$ cat config.mk
export PLATFORM = sky130hd
export DESIGN_NAME = cpa_seq_ctrl
export DESIGN_NICKNAME = d
export VERILOG_FILES = /design/src/rtl/cpa_seq_pkg.sv /design/src/rtl/cpa_seq_ctrl_slice.sv /design/src/rtl/cpa_seq_ctrl.sv
export SDC_FILE = /design/constraint.sdc
export NUM_CORES = 1
export LEC_CHECK = 0
export ABC_AREA = 0
export BUFFER_PORTS_ARGS = -buffer_cell sky130_fd_sc_hd__buf_2
export CORE_ASPECT_RATIO = 1.1
export CORE_MARGIN = 10
export CORE_UTILIZATION = 60
export DETAILED_ROUTE_END_ITERATION = 12
export PLACE_DENSITY = 0.86
export SYNTH_ARGS = -nofsm -noshare
export SYNTH_HDL_FRONTEND = slang
export SYNTH_HIERARCHICAL = 1
export SYNTH_SLANG_ARGS = --single-unit
$ cat constraint.sdc
create_clock -name clk -period 5.4 [get_ports clk]
set_input_delay 0.27 -clock clk [delete_from_list [all_inputs] [get_ports clk]]
set_output_delay 0.27 -clock clk [all_outputs]
set_load 0.02 [all_outputs]
$ cat src/rtl/cpa_seq_pkg.sv
// Shared types and defaults for the sequential carry-lookahead adder.
// Holds the controller state encoding and operand geometry.
package cpa_seq_pkg;

  localparam int DEF_WIDTH  = 8;
  localparam int DEF_SLICES = 4;
  localparam int N          = DEF_WIDTH * DEF_SLICES;

  typedef enum logic [1:0] {
    IDLE,
    RUN,
    DONE
  } state_t;

endpackage

$ cat src/rtl/cpa_seq_ctrl_slice.sv
// Combinational WIDTH-bit carry-lookahead adder slice.
// Exposes the carry into the top bit for signed overflow detection.
module cpa_slice #(
  parameter int WIDTH = 8
) (
  input  logic [WIDTH-1:0] a,
  input  logic [WIDTH-1:0] b,
  input  logic             cin,
  output logic [WIDTH-1:0] s,
  output logic             cout,
  output logic             c_msb
);

  logic [WIDTH-1:0] p;
  logic [WIDTH-1:0] g;
  logic [WIDTH:0]   c;

  assign p = a ^ b;
  assign g = a & b;

  // Each carry is a flat sum of products of g/p terms, no ripple chain.
  always_comb begin
    logic acc;
    logic pr;
    c    = '0;
    c[0] = cin;
    acc  = 1'b0;
    pr   = 1'b0;
    for (int i = 0; i < WIDTH; i++) begin
      acc = g[i];
      pr  = p[i];
      for (int j = i - 1; j >= 0; j--) begin
        acc = acc | (pr & g[j]);
        pr  = pr & p[j];
      end
      acc    = acc | (pr & cin);
      c[i+1] = acc;
    end
  end

  assign s     = p ^ c[WIDTH-1:0];
  assign cout  = c[WIDTH];
  assign c_msb = c[WIDTH-1];

endmodule

$ cat src/rtl/cpa_seq_ctrl.sv
// Wide add/subtract sequencer: one CLA slice reused per cycle,
// least significant slice first, carry held in a register.
module cpa_seq_ctrl
  import cpa_seq_pkg::*;
#(
  parameter int WIDTH  = DEF_WIDTH,
  parameter int SLICES = DEF_SLICES,
  localparam int NB    = WIDTH * SLICES,
  localparam int IW    = (SLICES > 1) ? $clog2(SLICES) : 1
) (
  input  logic          clk,
  input  logic          rst_n,
  input  logic          start_valid,
  output logic          start_ready,
  input  logic [NB-1:0] a,
  input  logic [NB-1:0] b,
  input  logic          cin,
  input  logic          sub,
  output logic          res_valid,
  input  logic          res_ready,
  output logic [NB-1:0] sum,
  output logic          cout,
  output logic          ovf,
  output logic          busy
);

  state_t state;
  state_t state_nx;

  logic [IW-1:0]    idx;
  logic             carry;
  logic             c_msb;
  logic [NB-1:0]    a_r;
  logic [NB-1:0]    b_r;
  logic [NB-1:0]    sum_r;

  logic [WIDTH-1:0] sl_a;
  logic [WIDTH-1:0] sl_b;
  logic [WIDTH-1:0] sl_s;
  logic             sl_cout;
  logic             sl_cmsb;
  logic             last;
  logic             accept;

  assign last   = (idx == IW'(SLICES - 1));
  assign accept = start_valid && start_ready;
  assign sl_a   = a_r[idx*WIDTH +: WIDTH];
  assign sl_b   = b_r[idx*WIDTH +: WIDTH];

  cpa_slice #(
    .WIDTH(WIDTH)
  ) u_slice (
    .a    (sl_a),
    .b    (sl_b),
    .cin  (carry),
    .s    (sl_s),
    .cout (sl_cout),
    .c_msb(sl_cmsb)
  );

  always_ff @(posedge clk or negedge rst_n) begin
    if (!rst_n) begin
      state <= IDLE;
    end else begin
      state <= state_nx;
    end
  end

  always_comb begin
    state_nx    = state;
    start_ready = 1'b0;
    res_valid   = 1'b0;
    busy        = 1'b1;
    unique case (state)
      IDLE: begin
        start_ready = 1'b1;
        busy        = 1'b0;
        if (start_valid) begin
          state_nx = RUN;
        end
      end
      RUN: begin
        if (last) begin
          state_nx = DONE;
        end
      end
      DONE: begin
        res_valid = 1'b1;
        if (res_ready) begin
          state_nx = IDLE;
        end
      end
      default: begin
        state_nx = IDLE;
      end
    endcase
  end

  always_ff @(posedge clk or negedge rst_n) begin
    if (!rst_n) begin
      idx   <= '0;
      carry <= 1'b0;
      c_msb <= 1'b0;
      a_r   <= '0;
      b_r   <= '0;
      sum_r <= '0;
    end else if (accept) begin
      idx   <= '0;
      a_r   <= a;
      b_r   <= sub ? ~b : b;
      carry <= sub | cin;
      c_msb <= 1'b0;
      sum_r <= '0;
    end else if (state == RUN) begin
      sum_r[idx*WIDTH +: WIDTH] <= sl_s;
      carry <= sl_cout;
      if (last) begin
        c_msb <= sl_cmsb;
      end else begin
        idx <= idx + 1'b1;
      end
    end
  end

  // Result outputs read zero outside DONE.
  assign sum  = res_valid ? sum_r : '0;
  assign cout = res_valid & carry;
  assign ovf  = res_valid & (c_msb ^ carry);

endmodule

==> results of run 1 <==
==> per-stage QoR <==
stage / total power [mW] / std cells / utilization (%) / hold slack (ns) / worst slack (ns)
after floorplan: 3.13 / 429 / - / -0.0256 / 2.63
after global placement: 3.50 / 628 / 66.8 / 0.326 / 2.48
after detailed placement: 3.61 / 628 / 66.8 / 0.339 / 2.38
after CTS: 4.08 / 644 / 69.1 / 0.0738 / 2.35
after global routing: 4.40 / 644 / 69.1 / 0.103 / 2.16
final: 4.09 / 644 / 69.1 / 0.0800 / 2.33
==> power groups by stage <==
stage | Clock [mW] | Combinational (mW) | Sequential (mW)
3_3_place_gp | 0 | 2.15 | 1.35
3_5_place_dp | 0 | 2.24 | 1.36
6_report | 0.473 | 2.27 | 1.35
2_1_floorplan | 0 | 1.90 | 1.23
5_1_grt | 0.513 | 2.50 | 1.39
4_1_cts | 0.477 | 2.26 | 1.35
==> per-layer routing <==
| layer | wire length [µm] | vias up | GRT usage [%] | share of wire (%) |
|---|---|---|---|---|
| met5 | 0 | - | 0 | 0 |
| met4 | 248 | 0 | 6.43 | 2.1 |
| met3 | 734 | 25 | 5.28 | 6.2 |
| met2 | 6020 | 119 | 31.3 | 51 |
| met1 | 4910 | 1747 | 21.6 | 41 |
| li1 | - | 1714 | - | - |
==> cell usage in the layout (no fill, tap or decap), types with 2 or more instances in the layout <==
cell type / Yosys / final
nor4b_4: 2 / 2
a21oi_2: 33 / 33
a211oi_2: 2 / 2
a22o_1: 24 / 24
o21ai_0: 3 / 3
buf_4: 2 / 5
buf_2: 6 / 105
mux4_2: 16 / 16
a21oi_1: 3 / 3
clkinvlp_4: 0 / 3
clkbuf_8: 0 / 9
nand2b_1: 3 / 3
nor4_4: 2 / 2
nor3b_1: 2 / 2
o21ai_1: 3 / 3
inv_1: 9 / 9
xnor2_1: 38 / 38
nand3_1: 2 / 2
nor2_2: 4 / 4
dfrtp_1: 102 / 102
a32o_1: 8 / 8
mux2_2: 32 / 32
nand2_1: 8 / 8
a21o_1: 6 / 6
ha_1: 15 / 15
and2_1: 33 / 33
nor2_1: 37 / 37
==> registers in the layout, summed over array words and instances (netlist names) <==
| name | flops |
|---|---|
| idx | 2 |
| c_msb | 1 |
| sum_r | 32 |
| state | 2 |
| carry | 1 |
| b_r | 32 |
| a_r | 32 |
==> final timing paths <==
check                                            from                    end  slack, ns  depth (start not counted)
worst max-delay path               idx[0]$_DFFE_PN0P_  sum_r[23]$_DFFE_PN0P_       2.33                          8
worst min-delay path                        res_ready   state[1]$_DFFE_PN0P_       0.08                          2
worst max register to register     idx[0]$_DFFE_PN0P_  sum_r[23]$_DFFE_PN0P_       2.33                          8
worst min register to register  sum_r[21]$_DFFE_PN0P_  sum_r[21]$_DFFE_PN0P_       0.49                          1
max in group asynchronous                       rst_n    a_r[25]$_DFFE_PN0P_       3.85                          3
min in group asynchronous                       rst_n   sum_r[6]$_DFFE_PN0P_       0.46                          2
==> kinds of logic (layout without fill, tap and decap cells) <==
logic type               count (synthesis)  count (layout)  share of synthesized area [%]
adder cells (fa/ha/maj)                 16              16                           3.81
XOR/XNOR                                39              39                           6.27
AND/OR/NAND/NOR                        103             103                           11.5
buffers and inverters                   34             135                           4.71
multiplexers                            49              49                           13.4
flip-flops                             102             102                           46.9
AO/OA/AOI/OAI                           86              86                           13.4
==> cell type report <==
type                    count  share of cell area (%)
clock buffers              10                    2.08
clock inverters             5                    1.00
inverters                   9                   0.551
multi-input cells         293                    43.0
flip-flops and latches    102                    41.6
well taps                 114                    2.33
repair buffers            111                    9.35
==> impl_metrics.json, run 1 <==
{
  "outcome": "finished, final reports clean",
  "synth_seq_cells": 102,
  "final_area_um2": 6130,
  "area_delta_synth_final_pct": 12.5,
  "synth_flop_cell": "dfrtp_1",
  "drive_gt1_share_pct": 41.9,
  "cts-buffers-inserted": 9,
  "hold_violations": 0,
  "dieArea_um2": 13300,
  "grt_pass1_wl_mm": 20.1,
  "fin_crit_ns": 3.07,
  "die_w_um": 111,
  "arrival_ns": 3.37,
  "drv_cap": 0,
  "synth_edf_count": 0,
  "ys_warn_count": 6,
  "root_buffer": "clkbuf_8",
  "cts_buffer_depth": 2,
  "slowest_delay_ns": 0.58,
  "tightest_slew_ns": 0.865,
  "cp.required_ns": 5.71,
  "leakagePower_nw": 2.78,
  "synth_common_cells": "dfrtp_1, xnor2_1, nor2_1",
  "timing.final.crit_share_pct": 56.8,
  "async_reset_ff_share_pct": 100,
  "crit_family": "multiplexers",
  "cpMaxStageDelayCell": "mux4_2",
  "cts_sinks": 102,
  "via_per_inst": 5.60,
  "track_usage_pct": 18.3,
  "cts_hold_buf": 1,
  "fmax_mhz": 326,
  "netlist_area_um2": 5450,
  "ioPinCount": 107,
  "cellInternalPower_mw": 2.32,
  "critPathKind": "reg2reg",
  "path_cells": "buf_4, mux4_2, ha_1, a21oi_2, o211ai_2, or2_4, xor2_1, a32o_1",
  "seqPwrFrac_pct": 32.9,
  "setup_tns_ns": 0,
  "end_kind": "flop",
  "antenna_cells": 0,
  "drt_iter0_drc": 195,
  "core_um2": 8870,
  "synth_cells": 429,
  "dpl_cell_area_um2": 5930,
  "num_rows": 36,
  "clkLatencyLatePin_ns": 0.37,
  "p_per_area_nw_per_um2": 668,
  "grt_max_degree": 61,
  "gp_congestion": 0.863,
  "clk_pin_slew_worst_paths_ns": 0.10,
  "grt_pass1_vias": 3909,
  "routedWlPerCell_um": 18.5,
  "start_util_pct": 61.4,
  "cp_max_fo": 18,
  "vias": 3605,
  "ys_seq_area_share_pct": 46.9,
  "ir_worst_vdd_mv": 0.344,
  "drc": 0,
  "synth_top_cell_by_area": "dfrtp_1",
  "cts_tree": "done",
  "yosysMostFrequentCell": "dfrtp_1",
  "nNetsFinal": 612,
  "crit_buf_inv": 1,
  "totalWireLength_mm": 11.9,
  "avgSynthCellArea_um2": 12.7,
  "ys_types": 47,
  "multi_input_area_um2": 2640,
  "antenna_found_initial": 0,
  "fillers": 634,
  "max-slew-margin-rel_pct": 42.3,
  "detail-route-antenna-nets": 0,
  "dpl.hpwl_mm": 9.06,
  "start_kind": "flop",
  "grt_setup_unrepaired": "false",
  "synth_top_area_share_pct": 46.9,
  "finClkSkew_ns": 0.00928,
  "switching_share_pct": 43.4,
  "yosys-top-cells-area": "dfrtp_1, mux2_2, mux4_2",
  "die_h_um": 120,
  "hp-class": "in2reg",
  "postCtsSetupBuffers": 0,
  "pwr-share-comb_pct": 55.5,
  "synth.net_count": 515,
  "clock_power_share_pct": 11.6,
  "ctsResizeCount": 0,
  "grt.overflow.total": 0,
  "final-setup-viol-count": 0,
  "dr.pass1.iters": 6,
  "regArea_um2": 2550,
  "finalMaxSlewViolations": 0,
  "port_buffers": 106,
  "h-tree-depth": 3,
  "p_switching_mw": 1.78
}
No activity file was read; power rests on OpenSTA's default activity.
==> inputs of run 2 (changes only) <==
--- a/config.mk
+++ b/config.mk
@@ -5,13 +5,13 @@
 export SDC_FILE = /design/constraint.sdc
 export NUM_CORES = 1
 export LEC_CHECK = 0
-export ABC_AREA = 0
+export ABC_AREA = 1
 export BUFFER_PORTS_ARGS = -buffer_cell sky130_fd_sc_hd__buf_2
 export CORE_ASPECT_RATIO = 1.1
 export CORE_MARGIN = 10
-export CORE_UTILIZATION = 60
+export CORE_UTILIZATION = 56
 export DETAILED_ROUTE_END_ITERATION = 12
-export PLACE_DENSITY = 0.86
+export PLACE_DENSITY = 0.8
 export SYNTH_ARGS = -nofsm -noshare
 export SYNTH_HDL_FRONTEND = slang
 export SYNTH_HIERARCHICAL = 1
==> constraint.sdc (replaced) <==
create_clock -name clk -period 3.1 [get_ports clk]
set_input_delay 0.155 -clock clk [delete_from_list [all_inputs] [get_ports clk]]
set_output_delay 0.155 -clock clk [all_outputs]
set_load 0.02 [all_outputs]
==> run 2 against run 1 <==
Against the previous run: sequential power rose by 59%; register-to-register slack got worse by 2.0 ns; final area rose by 9.6%; highest routed layer unchanged.
==> impl_metrics.json, run 2 <==
{
  "outcome": "finished, final reports clean",
  "slowest_delay_ns": 0.42,
  "die_w_um": 117,
  "crit_buf_inv": 1,
  "ff2ff_path_depth": 15,
  "timing.final.crit_share_pct": 88.8,
  "avgSynthCellArea_um2": 7.39,
  "fin_crit_ns": 2.75,
  "ir_worst_vdd_mv": 0.570,
  "cts-buffers-inserted": 9,
  "totalWireLength_mm": 14.7,
  "drive_gt1_share_pct": 15.9,
  "yosys-top-cells-area": "dfrtp_1, nand2_1, nor2_1",
  "r2r_end": "sum_r[29]$_DFFE_PN0P_",
  "start_kind": "flop",
  "antenna_cells": 0,
  "arrival_ns": 3.06,
  "clkLatencyLatePin_ns": 0.37,
  "vias": 5311,
  "area_delta_synth_final_pct": 16.7,
  "synth_top_cell_by_area": "dfrtp_1",
  "drt_iter0_drc": 298,
  "tightest_slew_ns": 0.853,
  "ys_types": 31,
  "synth_flop_cell": "dfrtp_1",
  "drv_cap": 0,
  "cpMaxStageDelayCell": "dfrtp_1",
  "clk_pin_slew_worst_paths_ns": 0.10,
  "grt.overflow.total": 0,
  "yosysMostFrequentCell": "nand2_1",
  "track_usage_pct": 20.1,
  "start_util_pct": 57.9,
  "ioPinCount": 107,
  "netlist_area_um2": 5760,
  "end_kind": "flop",
  "dpl.hpwl_mm": 10.8,
  "synth_cells": 779,
  "cts_sinks": 102,
  "grt_setup_unrepaired": "false",
  "num_rows": 38,
  "layout_commonest_cell": "nand2_1",
  "nNetsFinal": 975,
  "gp_congestion": 0.879,
  "antenna_found_initial": 0,
  "synth_common_cells": "nand2_1, nor2_1, dfrtp_1",
  "path_cells": "buf_4, nor2_1, nor2_1, o21ai_0, nand2_1, ha_1, nand2_1, nor2_1, nand2_1, nand2_1, xor2_1, nand3_1, nor2_1, nand2_1, nand2_1",
  "reg2reg_from": "idx[0]$_DFFE_PN0P_",
  "final_cell_mix": "nand2_1, nor2_1, buf_2",
  "crit_family": "simple AND/OR/NAND/NOR gates",
  "setup_tns_ns": 0,
  "ys_warn_count": 6,
  "cts_buffer_depth": 2,
  "critPathKind": "reg2reg",
  "die_h_um": 126,
  "dr.pass1.iters": 7,
  "via_per_inst": 5.24,
  "cts_tree": "done",
  "ys_seq_area_share_pct": 44.3,
  "final-setup-viol-count": 0,
  "p_per_area_nw_per_um2": 1050,
  "h-tree-depth": 3,
  "stdcell_count": 1014,
  "worst_path_most_repeated_cell": "nand2_1",
  "fmax_mhz": 363,
  "synth_seq_cells": 102,
  "dieArea_um2": 14700,
  "async_reset_ff_share_pct": 100,
  "hold_violations": 0,
  "core_um2": 9940,
  "grt_pass1_wl_mm": 24.5,
  "reg2reg_slack_ns": 0.35,
  "synth_top_area_share_pct": 44.3,
  "routedWlPerCell_um": 14.5,
  "detail-route-antenna-nets": 0,
  "synth_edf_count": 0,
  "grt_max_degree": 61,
  "drc": 0,
  "cp_max_fo": 36,
  "cp.required_ns": 3.41,
  "cp.depth": 15,
  "finClkSkew_ns": 0.0125,
  "endpoint": "sum_r[29]$_DFFE_PN0P_",
  "max-slew-margin-rel_pct": 43.1,
  "reg_top3": "a_r: 32 flops, b_r: 32 flops, sum_r: 32 flops",
  "leakagePower_nw": 3.57,
  "synth.net_count": 865,
  "root_buffer": "clkbuf_8",
  "critPathLaunch": "idx[0]$_DFFE_PN0P_",
  "dp_cells": 973,
  "port_buffers": 106,
  "finalMaxSlewViolations": 0,
  "hp-class": "in2reg",
  "grt_pass1_vias": 5269
}
-- run 2: area by class of cell --
class                      instances  area (µm²)
fill                             877        3220
tap                              120         150
clock inverter                     5        58.8
sequential                       102        2550
multi-input combinational        564        2710
timing repair buffer             139         843
clock buffer                      11         131
inverter                          73         277
-- run 2: tightest hold or removal path, delay by kind of cell --
kind                   cells  cell delay (ns)
AND/OR/NAND/NOR            2             0.11
buffers and inverters      1             0.08
-- run 2: stage by stage --
step	hold WS (ns)	cell area, µm²	total power [mW]	worst slack, ns	utilization (%)
3_3_place_gp	0.263	6280	6.05	0.341	63.2
3_5_place_dp	0.271	6280	6.15	0.277	63.2
5_1_grt	0.000536	6720	7.71	0.0835	67.6
2_1_floorplan	-0.141	5760	5.18	0.814	-
4_1_cts	0.00316	6720	7.02	0.250	67.6
6_report	0.0105	6720	7.04	0.348	67.6
-- run 2: worst min path at each step --
stage | start | end | slack [ns] | cells after the start
6_report | a[29] | a_r[29]$_DFFE_PN0P_ | 0.01 | 3
5_1_grt | a[2] | a_r[2]$_DFFE_PN0P_ | 0.0005 | 3
4_1_cts | a[29] | a_r[29]$_DFFE_PN0P_ | 0.003 | 3
3_5_place_dp | rst_n | sum_r[30]$_DFFE_PN0P_ | 0.27 | 1
3_3_place_gp | rst_n | sum_r[30]$_DFFE_PN0P_ | 0.26 | 1
2_1_floorplan | rst_n | a_r[0]$_DFFE_PN0P_ | -0.14 | 0
-- run 2: logic make-up after synthesis --
kind of cell | Yosys count | synth area share, %
and+or+nand+nor | 422 | 29.5
DFF | 102 | 44.3
AOI/OAI and AO/OA | 90 | 8.41
adders and majority gates | 16 | 3.61
xor gates and xnor gates | 36 | 5.48
buffers and inverters | 113 | 8.65
-- run 2: power breakdown --
group | internal [mW] | leakage [nW] | switching [mW] | total, mW
clock network | 0.376 | 0.0899 | 0.457 | 0.833
logic | 1.31 | 2.17 | 2.75 | 4.05
registers | 1.85 | 1.31 | 0.302 | 2.15
total | 3.53 | 3.57 | 3.51 | 7.04
-- run 2: repair_timing --
item                                    CTS  global route
hold buffers                             25             0
gates resized for setup                   0             2
setup buffers                             0             0
hold endpoints to repair                 82             0
endpoints found under the setup margin    0             1
-- run 2: metal layers --
metal / wire length [µm] / up-vias / track usage (%)
met2: 7140 / 192 / 34.1
met4: 490 / 0 / 8.59
met1: 6070 / 2457 / 24.2
met3: 951 / 33 / 4.01
met5: 0 / - / 0
li1: - / 2629 / -
==> inputs of run 3 (changes only) <==
--- a/config.mk
+++ b/config.mk
@@ -9,9 +9,9 @@
 export BUFFER_PORTS_ARGS = -buffer_cell sky130_fd_sc_hd__buf_2
 export CORE_ASPECT_RATIO = 1.1
 export CORE_MARGIN = 10
-export CORE_UTILIZATION = 56
+export CORE_UTILIZATION = 51
 export DETAILED_ROUTE_END_ITERATION = 12
-export PLACE_DENSITY = 0.8
+export PLACE_DENSITY = 0.77
 export SYNTH_ARGS = -nofsm -noshare
 export SYNTH_HDL_FRONTEND = slang
 export SYNTH_HIERARCHICAL = 1
==> constraint.sdc (replaced) <==
create_clock -name clk -period 2.4 [get_ports clk]
set_input_delay 0.12 -clock clk [delete_from_list [all_inputs] [get_ports clk]]
set_output_delay 0.12 -clock clk [all_outputs]
set_load 0.02 [all_outputs]
==> run 3 against run 2 <==
Against the previous run: the flow now finishes with violations (negative setup slack); combinational power increased by 85%; clock-buffer cell count up 2; final cell count increased by 6.2%; non-clock buffer count up 37; worst hold slack improved by 0.028 ns; sequential share of layout area down 3.8 points; maximum frequency rose by 13%; critical path depth up 2; setup slack lost 0.37 ns; critical path type unchanged; largest power group unchanged.
==> impl_metrics.json, run 3 (synthesis gave the netlist of run 2 again) <==
{
  "h-tree-depth": 3,
  "die_h_um": 131,
  "end_kind": "flop",
  "layout_commonest_cell": "nand2_1",
  "hp-class": "in2reg",
  "grt.overflow.total": 0,
  "cp.required_ns": 2.69,
  "grt_pass1_wl_mm": 25.6,
  "grt_pass1_vias": 5247,
  "pre_cts_slack_ns": -0.148,
  "start_kind": "flop",
  "cellInternalPower_mw": 6.32,
  "drc": 0,
  "dr.pass1.iters": 5,
  "outcome": "complete, but fails checks",
  "worst_slack_ns": -0.0264,
  "cts_buffer_depth": 2,
  "cts-buffers-inserted": 9,
  "clock_power_share_pct": 12.2,
  "area_delta_synth_final_pct": 29.6,
  "failed_checks": "negative setup slack",
  "hold_violations": 0,
  "tightest_slew_ns": 0.831,
  "antenna_found_initial": 0,
  "core_um2": 11000,
  "track_usage_pct": 19.6,
  "clk_pin_slew_worst_paths_ns": 0.06,
  "cp_max_fo": 7,
  "p_switching_mw": 5.46,
  "nNetsFinal": 1012,
  "drv_cap": 0,
  "stdcell_count": 1077,
  "switching_share_pct": 46.3,
  "routedWlPerCell_um": 14.5,
  "dp_cells": 1021,
  "seqPwrFrac_pct": 24.0,
  "critPathKind": "reg2reg",
  "dieArea_um2": 15900,
  "reg_top3": "a_r: 32 flops, b_r: 32 flops, sum_r: 32 flops",
  "totalWireLength_mm": 15.6,
  "drt_iter0_drc": 362,
  "arrival_ns": 2.72,
  "clkLatencyLatePin_ns": 0.35,
  "num_rows": 40,
  "dpl.hpwl_mm": 10.5,
  "ioPinCount": 107,
  "cts_sinks": 102,
  "die_w_um": 121,
  "grt_max_degree": 89,
  "grt_setup_unrepaired": "true",
  "final-setup-viol-count": 4,
  "fin_crit_ns": 2.43,
  "cts_tree": "done",
  "start_util_pct": 52.5,
  "finalMaxSlewViolations": 0,
  "timing.final.crit_share_pct": 101,
  "root_buffer": "clkbuf_16",
  "p_per_area_nw_per_um2": 1580,
  "detail-route-antenna-nets": 0,
  "port_buffers": 106,
  "via_per_inst": 4.94,
  "pwr-share-comb_pct": 63.7,
  "vias": 5322,
  "finClkSkew_ns": 0.00562,
  "antenna_cells": 0,
  "final_cell_mix": "nand2_1, nor2_1, buf_2",
  "drive_gt1_share_pct": 22.9,
  "fmax_mhz": 412,
  "gp_congestion": 0.899,
  "leakagePower_nw": 3.83,
  "max-slew-margin-rel_pct": 44.6,
  "ir_worst_vdd_mv": 0.831
}
[run 3: cell count changes in the layout (fill, tap and decap cells not counted), moves of 7 or more]
cell / delta
buf_4: +21
clkbuf_16: +9
dlygate4sd3_1: +9
ha_1: -8
ha_4: +7
nand2_1: -10
nand2_2: +7
o21ai_0: -9
o21ai_1: +8
[run 3: cell type report]
cell class / count / area [µm²]
fillers: 878 / 3500
multi-input cells: 564 / 2950
flip-flops and latches: 102 / 2550
repair buffers: 176 / 1200
clock buffers: 13 / 280
inverters: 73 / 277
well taps: 147 / 184
clock inverters: 2 / 15.0
[run 3: final timing paths]
check	cells after the start	end	slack (ns)	start
worst min register to register	2	b_r[26]$_DFFE_PN0P_	0.49	b_r[26]$_DFFE_PN0P_
worst max-delay path	17	sum_r[30]$_DFFE_PN0P_	-0.03	idx[0]$_DFFE_PN0P_
worst min-delay path	3	b_r[5]$_DFFE_PN0P_	0.04	b[5]
min in group asynchronous	2	a_r[3]$_DFFE_PN0P_	0.32	rst_n
max in group asynchronous	3	sum_r[15]$_DFFE_PN0P_	1.38	rst_n
worst max register to register	17	sum_r[30]$_DFFE_PN0P_	-0.03	idx[0]$_DFFE_PN0P_
[run 3: power by group through the flow]
stage	clock network (mW)	logic [mW]	registers, mW
6_report	1.44	7.51	2.83
4_1_cts	1.46	6.55	2.81
3_3_place_gp	0	5.67	2.82
2_1_floorplan	0	4.02	2.67
3_5_place_dp	0	5.73	2.83
5_1_grt	1.52	8.24	2.90
[run 3: worst max-delay path, cell delays in order (launching register included)]
cell and delay, ns:
dfrtp_2 0.42, inv_4 0.07, buf_4 0.15, nor2_1 0.08, nor2_1 0.05, o21ai_1 0.12
nand2_1 0.15, ha_4 0.35, nand3_2 0.11, nor2_2 0.10, nand4_1 0.10, nand3_1 0.10
nand2_1 0.08, nand2_2 0.11, nand3_2 0.11, nor2_1 0.12, nand2_1 0.06, nand2_1 0.07
[run 3: through the flow]
stage	total power, mW	util [%]	hold WS, ns	instance area, µm²	TNS, ns
2_1_floorplan	6.69	-	-0.176	5760	0
3_3_place_gp	8.49	59.3	0.160	6500	-0.684
3_5_place_dp	8.57	59.3	0.162	6500	-1.17
4_1_cts	10.8	66.6	0.0295	7300	-0.0819
5_1_grt	12.7	68.1	0.0453	7460	-2.22
6_report	11.8	68.1	0.0385	7460	-0.0760
[run 3: layer usage]
metal,routed length [µm],vias to the layer above,global-route usage [%]
li1,-,2712,-
met1,6630,2388,24.1
met2,7630,191,31.7
met3,963,31,4.84
met4,397,0,8.16
met5,0,-,0
[run 3: what timing repair did]
action / CTS / global route
hold endpoints to repair: 77 / 0
pin swaps: 10 / 28
resized for setup: 23 / 42
setup endpoints to repair: 20 / 31
setup buffers: 4 / 3
hold buffers: 34 / 0
